### src/rtl/phosphor_trail_gen.sv
// phosphor_trail_gen: VGA pattern generator with emulated phosphor decay trail.
// Optional scanline dimming on odd lines when PTG_SCANLINE_EN is defined.
module phosphor_trail_gen #(
   parameter int COORD_BITS = 9,
   parameter int N_LAG      = 15,
   parameter int H_ACTIVE   = 512,
   parameter int V_ACTIVE   = 480,
   parameter int STEP_DIV   = 1,
   parameter int LVL3_MAX   = 2,
   parameter int LVL2_MAX   = 6
) (
   input  logic       clk,
   input  logic       reset,
   input  logic [9:0] hpos,
   input  logic [9:0] vpos,
   input  logic       display_on,
   input  logic       hsync_in,
   input  logic       vsync_in,
   input  logic       pause,
   input  logic [1:0] mode,
   input  logic [1:0] palette,
   output logic [1:0] R,
   output logic [1:0] G,
   output logic [1:0] B,
   output logic       hsync_out,
   output logic       vsync_out
);

   localparam int CB = COORD_BITS;
   localparam int AW = (N_LAG > 1) ? $clog2(N_LAG) : 1;
   localparam int DW = (STEP_DIV > 1) ? $clog2(STEP_DIV) : 1;
   localparam logic [AW-1:0] L3 = AW'(LVL3_MAX);
   localparam logic [AW-1:0] L2 = AW'(LVL2_MAX);
   localparam logic [DW-1:0] DLAST = DW'(STEP_DIV - 1);

   logic [CB-1:0] frame_no, p, h, v;
   logic [DW-1:0] div_cnt;
   logic          vs_q, tick;
   logic [1:0]    mode_q, pal_q;
   logic          hit, hit1, act, act1, hs1, vs1, head;
   logic [AW-1:0] age, age1;
   logic [1:0]    lvl, r_n, g_n, b_n;
`ifdef PTG_SCANLINE_EN
   logic          odd1;
`endif

   assign h    = hpos[CB-1:0];
   assign v    = vpos[CB-1:0];
   assign tick = vsync_in & ~vs_q;

   always_ff @(posedge clk) begin
      if (reset) begin
         vs_q     <= 1'b0;
         mode_q   <= 2'd0;
         pal_q    <= 2'd0;
         div_cnt  <= '0;
         frame_no <= '0;
      end else begin
         vs_q <= vsync_in;
         if (tick) begin
            mode_q <= mode;
            pal_q  <= palette;
            if (!pause) begin
               if (div_cnt == DLAST) begin
                  div_cnt  <= '0;
                  frame_no <= frame_no + CB'(1);
               end else begin
                  div_cnt <= div_cnt + DW'(1);
               end
            end
         end
      end
   end

   always_comb begin
      p = h;
      case (mode_q)
         2'd0:    p = h ^ v;
         2'd1:    p = h + v;
         2'd2:    p = h - v;
         default: p = h;
      endcase
   end

   // Scan from the oldest age down so the youngest match wins.
   always_comb begin
      hit = 1'b0;
      age = '0;
      for (int i = N_LAG - 1; i >= 0; i--) begin
         if (p == frame_no - CB'(i)) begin
            hit = 1'b1;
            age = AW'(i);
         end
      end
   end

   assign act = display_on
              & ({1'b0, vpos} < 11'(V_ACTIVE))
              & ({1'b0, hpos} < 11'(H_ACTIVE));

   always_ff @(posedge clk) begin
      if (reset) begin
         hit1 <= 1'b0;
         age1 <= '0;
         act1 <= 1'b0;
         hs1  <= 1'b0;
         vs1  <= 1'b0;
`ifdef PTG_SCANLINE_EN
         odd1 <= 1'b0;
`endif
      end else begin
         hit1 <= hit;
         age1 <= age;
         act1 <= act;
         hs1  <= hsync_in;
         vs1  <= vsync_in;
`ifdef PTG_SCANLINE_EN
         odd1 <= vpos[0];
`endif
      end
   end

   assign head = (age1 == '0);

   always_comb begin
      lvl = 2'd1;
      if (age1 <= L2) lvl = 2'd2;
      if (age1 <= L3) lvl = 2'd3;
`ifdef PTG_SCANLINE_EN
      if (odd1 && !head && lvl != 2'd0) lvl = lvl - 2'd1;
`endif
   end

   always_comb begin
      r_n = 2'd0;
      g_n = 2'd0;
      b_n = 2'd0;
      if (hit1 && act1) begin
         case (pal_q)
            2'd0: begin
               g_n = lvl;
               r_n = head ? lvl : 2'd0;
               b_n = head ? lvl : 2'd0;
            end
            2'd1: begin
               r_n = lvl;
               g_n = head ? lvl : {1'b0, lvl[1]};
            end
            2'd2: begin
               g_n = lvl;
               b_n = lvl;
               r_n = head ? lvl : 2'd0;
            end
            default: begin
               r_n = lvl;
               g_n = lvl;
               b_n = lvl;
            end
         endcase
      end
   end

   always_ff @(posedge clk) begin
      if (reset) begin
         R         <= 2'd0;
         G         <= 2'd0;
         B         <= 2'd0;
         hsync_out <= 1'b0;
         vsync_out <= 1'b0;
      end else begin
         R         <= r_n;
         G         <= g_n;
         B         <= b_n;
         hsync_out <= hs1;
         vsync_out <= vs1;
      end
   end

endmodule

### config.mk
export PLATFORM = sky130hd
export DESIGN_NAME = phosphor_trail_gen
export DESIGN_NICKNAME = d
export VERILOG_FILES = /design/src/rtl/phosphor_trail_gen.sv
export SDC_FILE = /design/constraint.sdc
export NUM_CORES = 1
export LEC_CHECK = 0
export ABC_AREA = 1
export CELL_PAD_IN_SITES_DETAIL_PLACEMENT = 1
export CELL_PAD_IN_SITES_GLOBAL_PLACEMENT = 2
export CORE_AREA = 4 4 128 130
export DETAILED_ROUTE_END_ITERATION = 6
export DIE_AREA = 0 0 132 134
export PLACE_DENSITY = 0.87
export SLEW_MARGIN = 40
export SYNTH_ARGS = -nofsm -noshare
export SYNTH_HDL_FRONTEND = slang
export SYNTH_SLANG_ARGS = --single-unit
export TNS_END_PERCENT = 10
### constraint.sdc
create_clock -name clk -period 9 [get_ports clk]
set_clock_uncertainty 0.2 [all_clocks]
set_input_delay 1.8 -clock clk [delete_from_list [all_inputs] [get_ports clk]]
set_output_delay 1.8 -clock clk [all_outputs]
set_load 0.005 [all_outputs]
Word-level counts from Yosys, hierarchy flattened --
Index checks and enable logic that the tools add are counted.
Operators by class: $add $sub $neg 18, reduce and logical (&&, ||, !) cells 12, equal/unequal tests 19, bitwise logic cells 8, $lt $le $gt $ge 4, mux-type cells 38
Operators by type and width (count):
- $eq A9 B9 Y1 | 15
- $sub A9 B4 Y9 const B | 7
- $sub A9 B3 Y9 const B | 4
- $mux W4 | 7
- $pmux W9 S3 | 1
- $sub A9 B2 Y9 const B | 2
- $mux W1 | 17
- $mux W2 | 8
- $mux W3 | 4
- $lt A10 B10 Y1 const B | 1
- $lt A10 B9 Y1 const B | 1
- $add A9 B1 Y9 const B | 1
- $add A9 B9 Y9 | 1
- $reduce_or A9 Y1 | 1
- $sub A9 B1 Y9 const B | 1
- $sub A9 B9 Y9 | 1
- $xor A9 B9 Y9 | 1
- $reduce_or A2 Y1 | 3
- $reduce_or A5 Y1 | 1
- $eq A2 B1 Y1 const B | 2
- $eq A2 B2 Y1 const B | 2
- $le A4 B2 Y1 const B | 1
- $le A4 B3 Y1 const B | 1
- $logic_not A2 Y1 | 2
- 9 further kinds | 14
Storage, ports and cells: output and inout bits 8, register bits 30, word-level logic and storage cells 116, input port bits 30

Longest topological paths before layout --
Gate-level depths: netlist (run 1).
depth after elaboration 18, gate-level depth with buffers 28, depth with buffers taken out 28

Worst setup path after synthesis (run 1) --
No wires, ideal clock.
path type input-to-reg, start input vpos[1], end register hit1, path slack 4418 ps, cell stages on the path 26, data required time 8691 ps, arrival 4273 ps, buffers on the path 1, library setup time 109 ps, cells stage by stage inv_1 > ha_1 > nand3_2 > o21ai_0 > xor2_1 > inv_1 > ha_1 > nand2_1 > inv_1 > nand2_1 > nand2_1 > a21oi_1 > inv_1 > nand2_1 > nand3_2 > nand2_4 > nand2_8 > buf_12 > xor2_1 > nor2_1 > nor2_2 > nand2_1 > nor2_2 > nand3_1 > nand2_1 > inv_1
On the way: word-level cells in the longest chain between the ends 18, elaborated cells on any way between the ends 34, those cells by class add/sub (2); eq/ne (15); mux (16); bitwise (1)
Ends and longest elaborated chain:
- start, declared | RTL line 15 | input logic [9:0] vpos,
- $sub A9 B9 Y9 (tied with other cells) | RTL line 80 | 2'd2: p = h - v;
- $pmux W9 S3 * | RTL line 77 | case (mode_q)
- $eq A9 B9 Y1 | RTL line 90 | if (p == frame_no - CB'(i)) begin
- $mux W1 (14 in series) | RTL line 90
- $mux W1 * | RTL line 90
- end signal, assigned | RTL line 112 | hit1 <= hit;
- end, declared | RTL line 40 | logic hit, hit1, act, act1, hs1, vs1, head;
Mark *: on every way between the ends. The rest lies on a longest branch, timed or not. A chain may end at the register's enable or synchronous reset.

Final worst setup path (run 1) --
Same ends and word-level chain as after synthesis.

==> results of run 1 <==
==> tightest hold or removal path: cells and delay by family, from the launching register on <==
kind          cells  cell delay [ns]
simple gates      1             0.03
flops             1             0.29
buf+inv           1             0.05
==> worst paths after layout <==
path / to / slack [ns] / cells past startpoint
max reg2reg: hit1 / 5.05 / 24
min: hsync_out / 0.21 / 2
min reg2reg: hsync_out / 0.21 / 2
max: hit1 / 3.39 / 25
==> cells in the mapped netlist, types with 2 or more instances <==
| library cell | n | share of area, % |
|---|---|---|
| inv_2 | 8 | 0.57 |
| xor2_1 | 108 | 18 |
| nand2_4 | 7 | 1.5 |
| nor2_4 | 3 | 0.65 |
| inv_1 | 137 | 9.8 |
| nand2_2 | 8 | 0.96 |
| buf_6 | 4 | 0.86 |
| xnor2_1 | 7 | 1.2 |
| buf_8 | 2 | 0.57 |
| o21ai_1 | 3 | 0.29 |
| buf_4 | 4 | 0.57 |
| nand3_1 | 88 | 8.4 |
| or2_2 | 3 | 0.36 |
| dfxtp_1 | 29 | 11 |
| o21ai_0 | 20 | 1.9 |
| clkinv_1 | 3 | 0.22 |
| nor4_1 | 2 | 0.24 |
| nand3b_1 | 8 | 1.1 |
| nand3_2 | 5 | 0.96 |
| clkbuf_1 | 2 | 0.14 |
| ha_1 | 27 | 6.5 |
| nand2_1 | 242 | 17 |
| nor2_2 | 9 | 1.1 |
| nor3b_1 | 2 | 0.29 |
| nor2_1 | 88 | 6.3 |
| a21oi_1 | 40 | 3.8 |
| buf_2 | 9 | 0.86 |
| nand4_1 | 6 | 0.72 |
| nor3_1 | 5 | 0.48 |
| or2_1 | 2 | 0.24 |
==> area by class of cell <==
cell class / count / area share (%)
clock buffer: 5 / 2.156
clock inverter: 3 / 0.3018
inverter: 148 / 9.571
multi-input combinational: 695 / 67.28
sequential: 29 / 10.00
tap: 188 / 4.053
timing repair buffer: 39 / 6.639
==> kinds of logic after synthesis <==
family / after synthesis / synth area share, %
buf+inv: 171 / 14.13
xor+xnor: 115 / 19.28
flops: 29 / 11.11
fa+ha+maj: 28 / 6.850
compound gates: 70 / 7.042
simple gates: 482 / 41.58
==> layout by cell type, fill, tap and decap left out, drive strengths merged <==
cell,count
a211oi,1
a21boi,1
a21oi,41
a31oi,1
a41oi,1
and3,1
buf,2
clkbuf,5
clkdlybuf4s50,37
clkinv,5
clkinvlp,1
dfxtp,29
fa,1
ha,27
inv,145
nand2,258
nand2b,1
nand3,93
nand3b,8
nand4,6
nor2,100
nor3,6
nor3b,2
nor4,2
o211ai,1
o21ai,23
o22ai,1
or2,5
xnor2,7
xor2,108
==> per-stage QoR <==
step	utilization, %	instances	hold slack [ns]	power (mW)	instance area, µm²
4_1_cts	38.32	1107	0.2147	0.7234	5804
5_1_grt	38.32	1107	0.2262	0.7844	5804
3_3_place_gp	37.38	1099	0.1987	0.5432	5662
6_report	38.32	1107	0.2092	0.7158	5804
3_5_place_dp	37.38	1099	0.2061	0.5466	5662
2_1_floorplan	-	895	0.1883	0.4471	5224
==> flip-flops by register name, indices dropped and copies added (netlist names), 2 cells and up <==
register,count
B,2
G,2
R,2
age1,4
frame_no,9
mode_q,2
pal_q,2
==> per-layer routing <==
metal / vias to the layer above / share of wire, % / GRT usage (%)
met5: - / 0 / 0
li1: 2799 / - / -
met3: 19 / 4.4 / 2.513
met1: 2565 / 50 / 30.07
met2: 119 / 44 / 34.75
met4: 0 / 1.6 / 4.551
==> power groups by stage <==
stage	Combinational, mW	Sequential [mW]	Clock, mW
floorplan	0.309	0.138	0
global placement	0.401	0.142	0
global route	0.461	0.140	0.183
detailed placement	0.404	0.142	0
finish	0.406	0.140	0.170
CTS	0.406	0.139	0.178
==> impl_metrics.yaml, run 1 <==
job:
  drv.max_cap_violation_count: 0
worst_setup_path:
  required_ns: 9.03
  worst_setup_path_start_kind: "input pin"
  worst_path_dominant_cell_family: "simple AND/OR/NAND/NOR gates"
  critPathLaunch: "vpos[1]"
  worst_setup_ep_type: "flop"
  worstPathMaxFanout: 15
  critical_path_arrival_ns: 5.63
  crit_slowest_cell: "clkdlybuf4s50_1"
  critical_path_class: "input pin to flop"
  critical_path_buf_inv_count: 5
  rr_startpoint: "mode_q[0]"
  critical_path.most_common_cell: "nand2_1"
  critical_path.max_stage_delay_ns: 0.54
timing:
  maxSlewViolCount: 0
  grt_setup_unrepaired: "false"
  final-hold-violation-count: 0
  setup_ws_ns: 3.394
  setup_tns_ns: 0
  worstMarginPinSlew_ns: 0.8476
  final_min_period_over_clock_period_pct: 62.29
  final.min_clock_period_ns: 5.606
  max_slew_headroom_pct: 43.41
  report.final.setup_viol: 0
  maxClockFrequency_ghz: 0.1784
route:
  drt.antenna.violating_nets: 0
  detail_route.vias_per_cell: 4.970
  detailroute.via_count: 5502
  drc_errors: 0
  wl_per_cell_um: 16.73
  drt_pre_antenna_iters: 5
  drtIter0Drc: 257
  finalWirelength_um: 18520
synthesis:
  synth.distinct_cells: 44
  synth.yosys.seq_area_share_pct: 11.11
  postSynth.asyncResetShare_pct: 0
  yosysWarningCount: 0
  synthesis.area_mm2: 0.005224
  post_synth.cell_area_avg_um2: 5.837
  edff_count_synth: 0
  synth_ff_type: "dfxtp_1"
  synthesis.nets: 953
  post_synth_inst_count: 895
  postSynthRegisterBits: 29
global_routing:
  antenna_found_initial: 0
  first_global_vias: 5503
  grt_pass1_wl_um: 30060
  gr-usage-all-layers_pct: 21.24
  grt_start_max_net_pins: 18
  grt_overflow_total: 0
final_layout:
  multi_input_gate_area_mm2: 0.003905
  area.growth.synth_to_final_pct: 11.11
  seq_area_um2: 580.6
  n_antenna_cell: 0
  fillCellCount: 2082
  nNetsFinal: 976
  layout-drive-gt1-share_pct: 6.094
clock_tree:
  htree_num_levels: 2
  clock_latency_ns: 0.29
  cts.repair_timing.setup_buffer_count: 0
  post_cts.resized_instances: 0
  cts_buffer_depth: 2
  cts_num_sinks: 29
  cts_root_buffer: "clkbuf_16"
  cts_tree: "yes"
  clk_pin_slew_ns: 0.05
  ctsHoldBuffers: 0
  tritoncts.num_buffers: 5
floorplan:
  die_height_um: 134
  boundaryPins: 38
  design.die.area_mm2: 0.01769
  die_w_um: 132
  initial_utilization_pct: 34.49
  fp.coreArea_mm2: 0.01515
  num_rows: 45
power_and_ir_drop:
  cellLeakagePower_nw: 3.282
  combinationalPowerShare_pct: 56.8
  power.switching_mw: 0.3460
  seq_power_share_pct: 19.5
  internal_dissipation_mw: 0.3698
  power_density_mw_per_mm2: 123.3
  switching_share_pct: 48.33
  max-vdd-ir-drop_mv: 0.06338
  clock_power_share_pct: 23.7
place:
  portBuffers: 37
  place_congestion: 0.9097
  pre_cts_slack_ns: 3.138
  post-dp-hpwl_um: 15070
status:
  result_of_the_run: "finished, final reports clean"
min_path:
  min-delay-start: "hs1"
  timing.hold.worst.class: "flop to flop"
No activity file was read; power rests on OpenSTA's default activity.
==> inputs of run 2 (changes only) <==
--- a/config.mk
+++ b/config.mk
@@ -8,10 +8,10 @@
 export ABC_AREA = 1
 export CELL_PAD_IN_SITES_DETAIL_PLACEMENT = 1
 export CELL_PAD_IN_SITES_GLOBAL_PLACEMENT = 2
-export CORE_AREA = 4 4 128 130
+export CORE_AREA = 4 4 133 135
 export DETAILED_ROUTE_END_ITERATION = 6
-export DIE_AREA = 0 0 132 134
-export PLACE_DENSITY = 0.87
+export DIE_AREA = 0 0 137 139
+export PLACE_DENSITY = 0.81
 export SLEW_MARGIN = 40
 export SYNTH_ARGS = -nofsm -noshare
 export SYNTH_HDL_FRONTEND = slang
==> constraint.sdc (replaced) <==
create_clock -name clk -period 5.25 [get_ports clk]
set_clock_uncertainty 0.2 [all_clocks]
set_input_delay 1.05 -clock clk [delete_from_list [all_inputs] [get_ports clk]]
set_output_delay 1.05 -clock clk [all_outputs]
set_load 0.005 [all_outputs]
==> impl_metrics.yaml, run 2 (same netlist as run 1, synthesis figures left out) <==
timing:
  final-hold-violation-count: 0
  worstMarginPinSlew_ns: 0.8112
  maxSlewViolCount: 0
  max_slew_headroom_pct: 45.85
  maxClockFrequency_ghz: 0.2137
  report.final.setup_viol: 0
  final.min_clock_period_ns: 4.680
  setup_tns_ns: 0
  final_min_period_over_clock_period_pct: 89.15
  grt_setup_unrepaired: "false"
  whs_ns: 0.2087
clock_tree:
  cts_num_sinks: 29
  clock_latency_ns: 0.29
  tritoncts.num_buffers: 5
  htree_num_levels: 2
  clk_pin_slew_ns: 0.06
  cts_root_buffer: "clkbuf_16"
  post_cts.resized_instances: 0
  cts.repair_timing.setup_buffer_count: 0
  cts_tree: "yes"
  ctsHoldBuffers: 0
  cts_buffer_depth: 2
worst_setup_path:
  worst_setup_ep_type: "flop"
  worst_setup_path_start_kind: "input pin"
  worstPathMaxFanout: 14
  critPathLaunch: "vpos[1]"
  reg2regPathDepth: 25
  rr_startpoint: "mode_q[0]"
  required_ns: 5.23
  critical_path_arrival_ns: 4.66
  critical_path_class: "input pin to flop"
min_path:
  min-delay-start: "hs1"
  hold_depth: 2
  timing.hold.worst.class: "flop to flop"
floorplan:
  boundaryPins: 38
  die_height_um: 139
  die_w_um: 137
  design.die.area_mm2: 0.01904
  initial_utilization_pct: 31.72
  num_rows: 47
  fp.coreArea_mm2: 0.01647
power_and_ir_drop:
  clock_power_share_pct: 23.9
  switching_share_pct: 48.33
  power.switching_mw: 0.5961
  max-vdd-ir-drop_mv: 0.09775
  cellLeakagePower_nw: 3.298
  power_density_mw_per_mm2: 210.2
  seq_power_share_pct: 19.2
  internal_dissipation_mw: 0.6374
  combinationalPowerShare_pct: 56.9
route:
  drt.antenna.violating_nets: 0
  drtIter0Drc: 284
  drt_pre_antenna_iters: 4
  finalWirelength_um: 18760
  detailroute.via_count: 5442
  drc_errors: 0
  detail_route.vias_per_cell: 4.765
  wl_per_cell_um: 16.43
place:
  post-dp-hpwl_um: 15450
  post-place-cells: 1134
  place_congestion: 0.9265
  portBuffers: 37
final_layout:
  n_antenna_cell: 0
  layout-drive-gt1-share_pct: 6.399
  postLayoutCoreUtil_pct: 35.63
  mostFrequentLayoutCells: "nand2_1, inv_1, xor2_1"
  top_register: "frame_no"
  mostFrequentLayoutCell: "nand2_1"
  max_ffs_per_register: 9
  biggestRegsByFlops: "frame_no x9, age1 x4"
  area.growth.synth_to_final_pct: 12.31
  nNetsFinal: 979
  final-instance-count-excl-fill: 1142
global_routing:
  first_global_vias: 5518
  grt_overflow_total: 0
  gr-usage-all-layers_pct: 20.18
  antenna_found_initial: 0
  grt_start_max_net_pins: 18
  grt_pass1_wl_um: 30340
status:
  result_of_the_run: "finished, final reports clean"
job:
  drv.max_cap_violation_count: 0
run 2: cell count changes in the layout (fill, tap and decap cells not counted), sizes merged:
cell / change
buf: +3
run 2: critical path, cell delays in order:
cell and delay, ns:
clkdlybuf4s50_1 0.46, inv_1 0.09, ha_1 0.21, nand3_2 0.13, o21ai_0 0.22, xor2_1 0.16, inv_1 0.05, ha_1 0.34
nand2_1 0.12, inv_1 0.04, a21oi_1 0.21, nand3_1 0.12, nand3_2 0.11, nand2_4 0.12, nand2_4 0.20, nand2_1 0.11
nand2_1 0.12, nor2_1 0.05, nor2_1 0.16, inv_1 0.06, nand3_1 0.11, nand3_2 0.10, nor2_1 0.10, nand3_1 0.07
nand2_1 0.06, inv_1 0.04
run 2: path summary, 6_finish.rpt:
kind | to | slack, ns
worst min-delay path | hsync_out | 0.21
worst max-delay path | hit1 | 0.57
worst min register to register | hsync_out | 0.21
worst max register to register | hit1 | 1.50
run 2: cell type report:
type | instances | area (µm²)
Tap cell | 220 | 275.3
Clock buffer | 5 | 125.1
Sequential cell | 29 | 580.6
Inverter | 148 | 555.5
Clock inverter | 3 | 17.52
Fill cell | 2263 | 10600
Multi-Input combinational cell | 695 | 3905
Timing Repair Buffer | 42 | 407.9
run 2: power by group through the flow:
stage | combinational [mW] | clock (mW) | sequential (mW)
after detailed placement | 0.701 | 0 | 0.242
after global placement | 0.695 | 0 | 0.242
after global routing | 0.795 | 0.309 | 0.238
final | 0.702 | 0.294 | 0.237
after floorplan | 0.529 | 0 | 0.237
after CTS | 0.704 | 0.299 | 0.237
run 2: stage by stage:
step / setup WS (ns) / power, mW / cell area, µm²
final: 0.5697 / 1.233 / 5867
after floorplan: 1.418 / 0.7664 / 5224
after global placement: 0.2921 / 0.9363 / 5724
after CTS: 0.5860 / 1.241 / 5867
after detailed placement: 0.3005 / 0.9425 / 5724
after global routing: 0.1271 / 1.341 / 5867
run 2: metal layers:
layer / global-route usage, % / routed length, µm / share of wire, %
met1: 29.31 / 9402 / 50
met2: 32.25 / 8317 / 44
met3: 2.358 / 783 / 4.2
met4: 3.729 / 259 / 1.4
met5: 0 / 0 / 0
==> inputs of run 3 (changes only) <==
--- a/config.mk
+++ b/config.mk
@@ -8,11 +8,10 @@
 export ABC_AREA = 1
 export CELL_PAD_IN_SITES_DETAIL_PLACEMENT = 1
 export CELL_PAD_IN_SITES_GLOBAL_PLACEMENT = 2
-export CORE_AREA = 4 4 133 135
+export CORE_AREA = 4 4 142 117
 export DETAILED_ROUTE_END_ITERATION = 6
-export DIE_AREA = 0 0 137 139
-export PLACE_DENSITY = 0.81
-export SLEW_MARGIN = 40
+export DIE_AREA = 0 0 146 121
+export PLACE_DENSITY = 0.87
 export SYNTH_ARGS = -nofsm -noshare
 export SYNTH_HDL_FRONTEND = slang
 export SYNTH_SLANG_ARGS = --single-unit
==> constraint.sdc (replaced) <==
create_clock -name clk -period 6.05 [get_ports clk]
set_clock_uncertainty 0.2 [all_clocks]
set_input_delay 1.21 -clock clk [delete_from_list [all_inputs] [get_ports clk]]
set_output_delay 1.21 -clock clk [all_outputs]
set_load 0.005 [all_outputs]
==> impl_metrics.yaml, run 3 (same netlist as run 1, synthesis figures left out) <==
power_and_ir_drop:
  power_density_mw_per_mm2: 184.0
  combinationalPowerShare_pct: 56.1
  switching_share_pct: 46.51
  internal_dissipation_mw: 0.5733
  seq_power_share_pct: 19.5
  power.total_mw: 1.072
  power.switching_mw: 0.4985
  cellLeakagePower_nw: 3.293
  clock_power_share_pct: 24.4
  max-vdd-ir-drop_mv: 0.1890
clock_tree:
  cts_buffer_depth: 2
  post_cts.resized_instances: 0
  clk_pin_slew_ns: 0.05
  htree_num_levels: 2
  clock_latency_ns: 0.27
  cts_tree: "yes"
  cts.repair_timing.setup_buffer_count: 0
  cts_num_sinks: 29
  cts_root_buffer: "clkbuf_16"
  tritoncts.num_buffers: 5
  ctsHoldBuffers: 0
timing:
  final.min_clock_period_ns: 4.914
  worstMarginPinSlew_ns: 0.8087
  maxClockFrequency_ghz: 0.2035
  max_slew_headroom_pct: 45.67
  final-hold-violation-count: 0
  setup_ws_ns: 1.136
  setup_tns_ns: 0
  report.final.setup_viol: 0
  final_min_period_over_clock_period_pct: 81.22
  maxSlewViolCount: 0
  grt_setup_unrepaired: "false"
worst_setup_path:
  worstPathMaxFanout: 14
  critical_path_class: "input pin to flop"
  required_ns: 6.02
  critical_path_arrival_ns: 4.89
  worst_setup_path_start_kind: "input pin"
  reg2reg_setup_slack_ns: 2.24
  worst_setup_ep_type: "flop"
place:
  pre_cts_slack_ns: 0.8518
  portBuffers: 37
  post-place-cells: 1104
  post-dp-hpwl_um: 15090
  place_congestion: 0.9018
status:
  result_of_the_run: "finished, final reports clean"
floorplan:
  fp.coreArea_mm2: 0.01534
  num_rows: 41
  die_height_um: 121
  die_w_um: 146
  initial_utilization_pct: 34.06
  design.die.area_mm2: 0.01767
  boundaryPins: 38
final_layout:
  mostFrequentLayoutCell: "nand2_1"
  fillCellCount: 2071
  nNetsFinal: 976
  final-instance-count-excl-fill: 1112
  n_antenna_cell: 0
  mostFrequentLayoutCells: "nand2_1, inv_1, xor2_1"
  layout-drive-gt1-share_pct: 6.094
  seq_area_um2: 580.6
  biggestRegsByFlops: "frame_no x9, age1 x4"
  multi_input_gate_area_mm2: 0.003905
  max_ffs_per_register: 9
  top_register: "frame_no"
  area.growth.synth_to_final_pct: 11.52
route:
  finalWirelength_um: 18200
  detailroute.via_count: 5421
  detail_route.vias_per_cell: 4.875
  drc_errors: 0
  wl_per_cell_um: 16.37
  drt.antenna.violating_nets: 0
  drt_pre_antenna_iters: 4
  drtIter0Drc: 288
global_routing:
  antenna_found_initial: 0
  gr-usage-all-layers_pct: 20.74
  grt_start_max_net_pins: 18
  grt_overflow_total: 0
  first_global_vias: 5389
  grt_pass1_wl_um: 29150
min_path:
  timing.hold.worst.class: "flop to flop"
job:
  drv.max_cap_violation_count: 0
## run 3: cell count changes in the layout (fill, tap and decap cells not counted)
cell,change
clkinv_2,-1
clkinvlp_4,-1
buf_4,-3
clkbuf_8,+2
## run 3: power by group through the flow
stage | Clock, mW | Combinational, mW | Sequential, mW
floorplan | 0 | 0.459 | 0.206
global placement | 0 | 0.592 | 0.212
detailed placement | 0 | 0.598 | 0.212
CTS | 0.268 | 0.602 | 0.208
global route | 0.277 | 0.680 | 0.210
finish | 0.262 | 0.602 | 0.209
## run 3: final timing paths
check,endpoint,cells past startpoint,from
max reg2reg,hit1,25,mode_q[0]
min reg2reg,hsync_out,2,hs1
min,hsync_out,2,hs1
max,hit1,26,vpos[1]
## run 3: layer usage
| metal | up-vias | wire length, µm | track usage (%) |
|---|---|---|---|
| li1 | 2798 | - | - |
| met1 | 2522 | 9409 | 31.88 |
| met2 | 91 | 7676 | 31.89 |
| met3 | 10 | 1027 | 2.577 |
| met4 | 0 | 91 | 2.174 |
| met5 | - | 0 | 0 |
## run 3: stage by stage
stage          utilization (%)  instance area [µm²]  hold slack (ns)
5_1_grt                  37.98                 5826           0.2446
3_3_place_gp             36.95                 5668           0.2007
6_report                 37.98                 5826           0.2158
2_1_floorplan                -                 5224           0.1883
3_5_place_dp             36.95                 5668           0.2019
4_1_cts                  37.98                 5826           0.2141
## run 3: worst max-delay path, stage by stage
cell and delay, ns:
clkdlybuf4s50_1 0.47, inv_1 0.10, ha_1 0.23, nand3_2 0.15
o21ai_0 0.22, xor2_1 0.17, inv_1 0.06, ha_1 0.34
nand2_1 0.11, inv_1 0.04, a21oi_1 0.23, nand3_1 0.13
nand3_2 0.11, nand2_4 0.10, nand2_4 0.20, nand2_1 0.12
nand2_1 0.13, nor2_1 0.06, nor2_1 0.15, inv_1 0.06
nand3_1 0.12, nand3_2 0.10, nor2_1 0.10, nand3_1 0.07
nand2_1 0.06, inv_1 0.04
## run 3: area by class of cell
cell class	instances	share of cell area, %
clock buffer	7	2.620
clock inverter	1	0.08591
inverter	148	9.536
multi-input combinational	695	67.03
sequential	29	9.966
tap	193	4.145
timing repair buffer	39	6.615
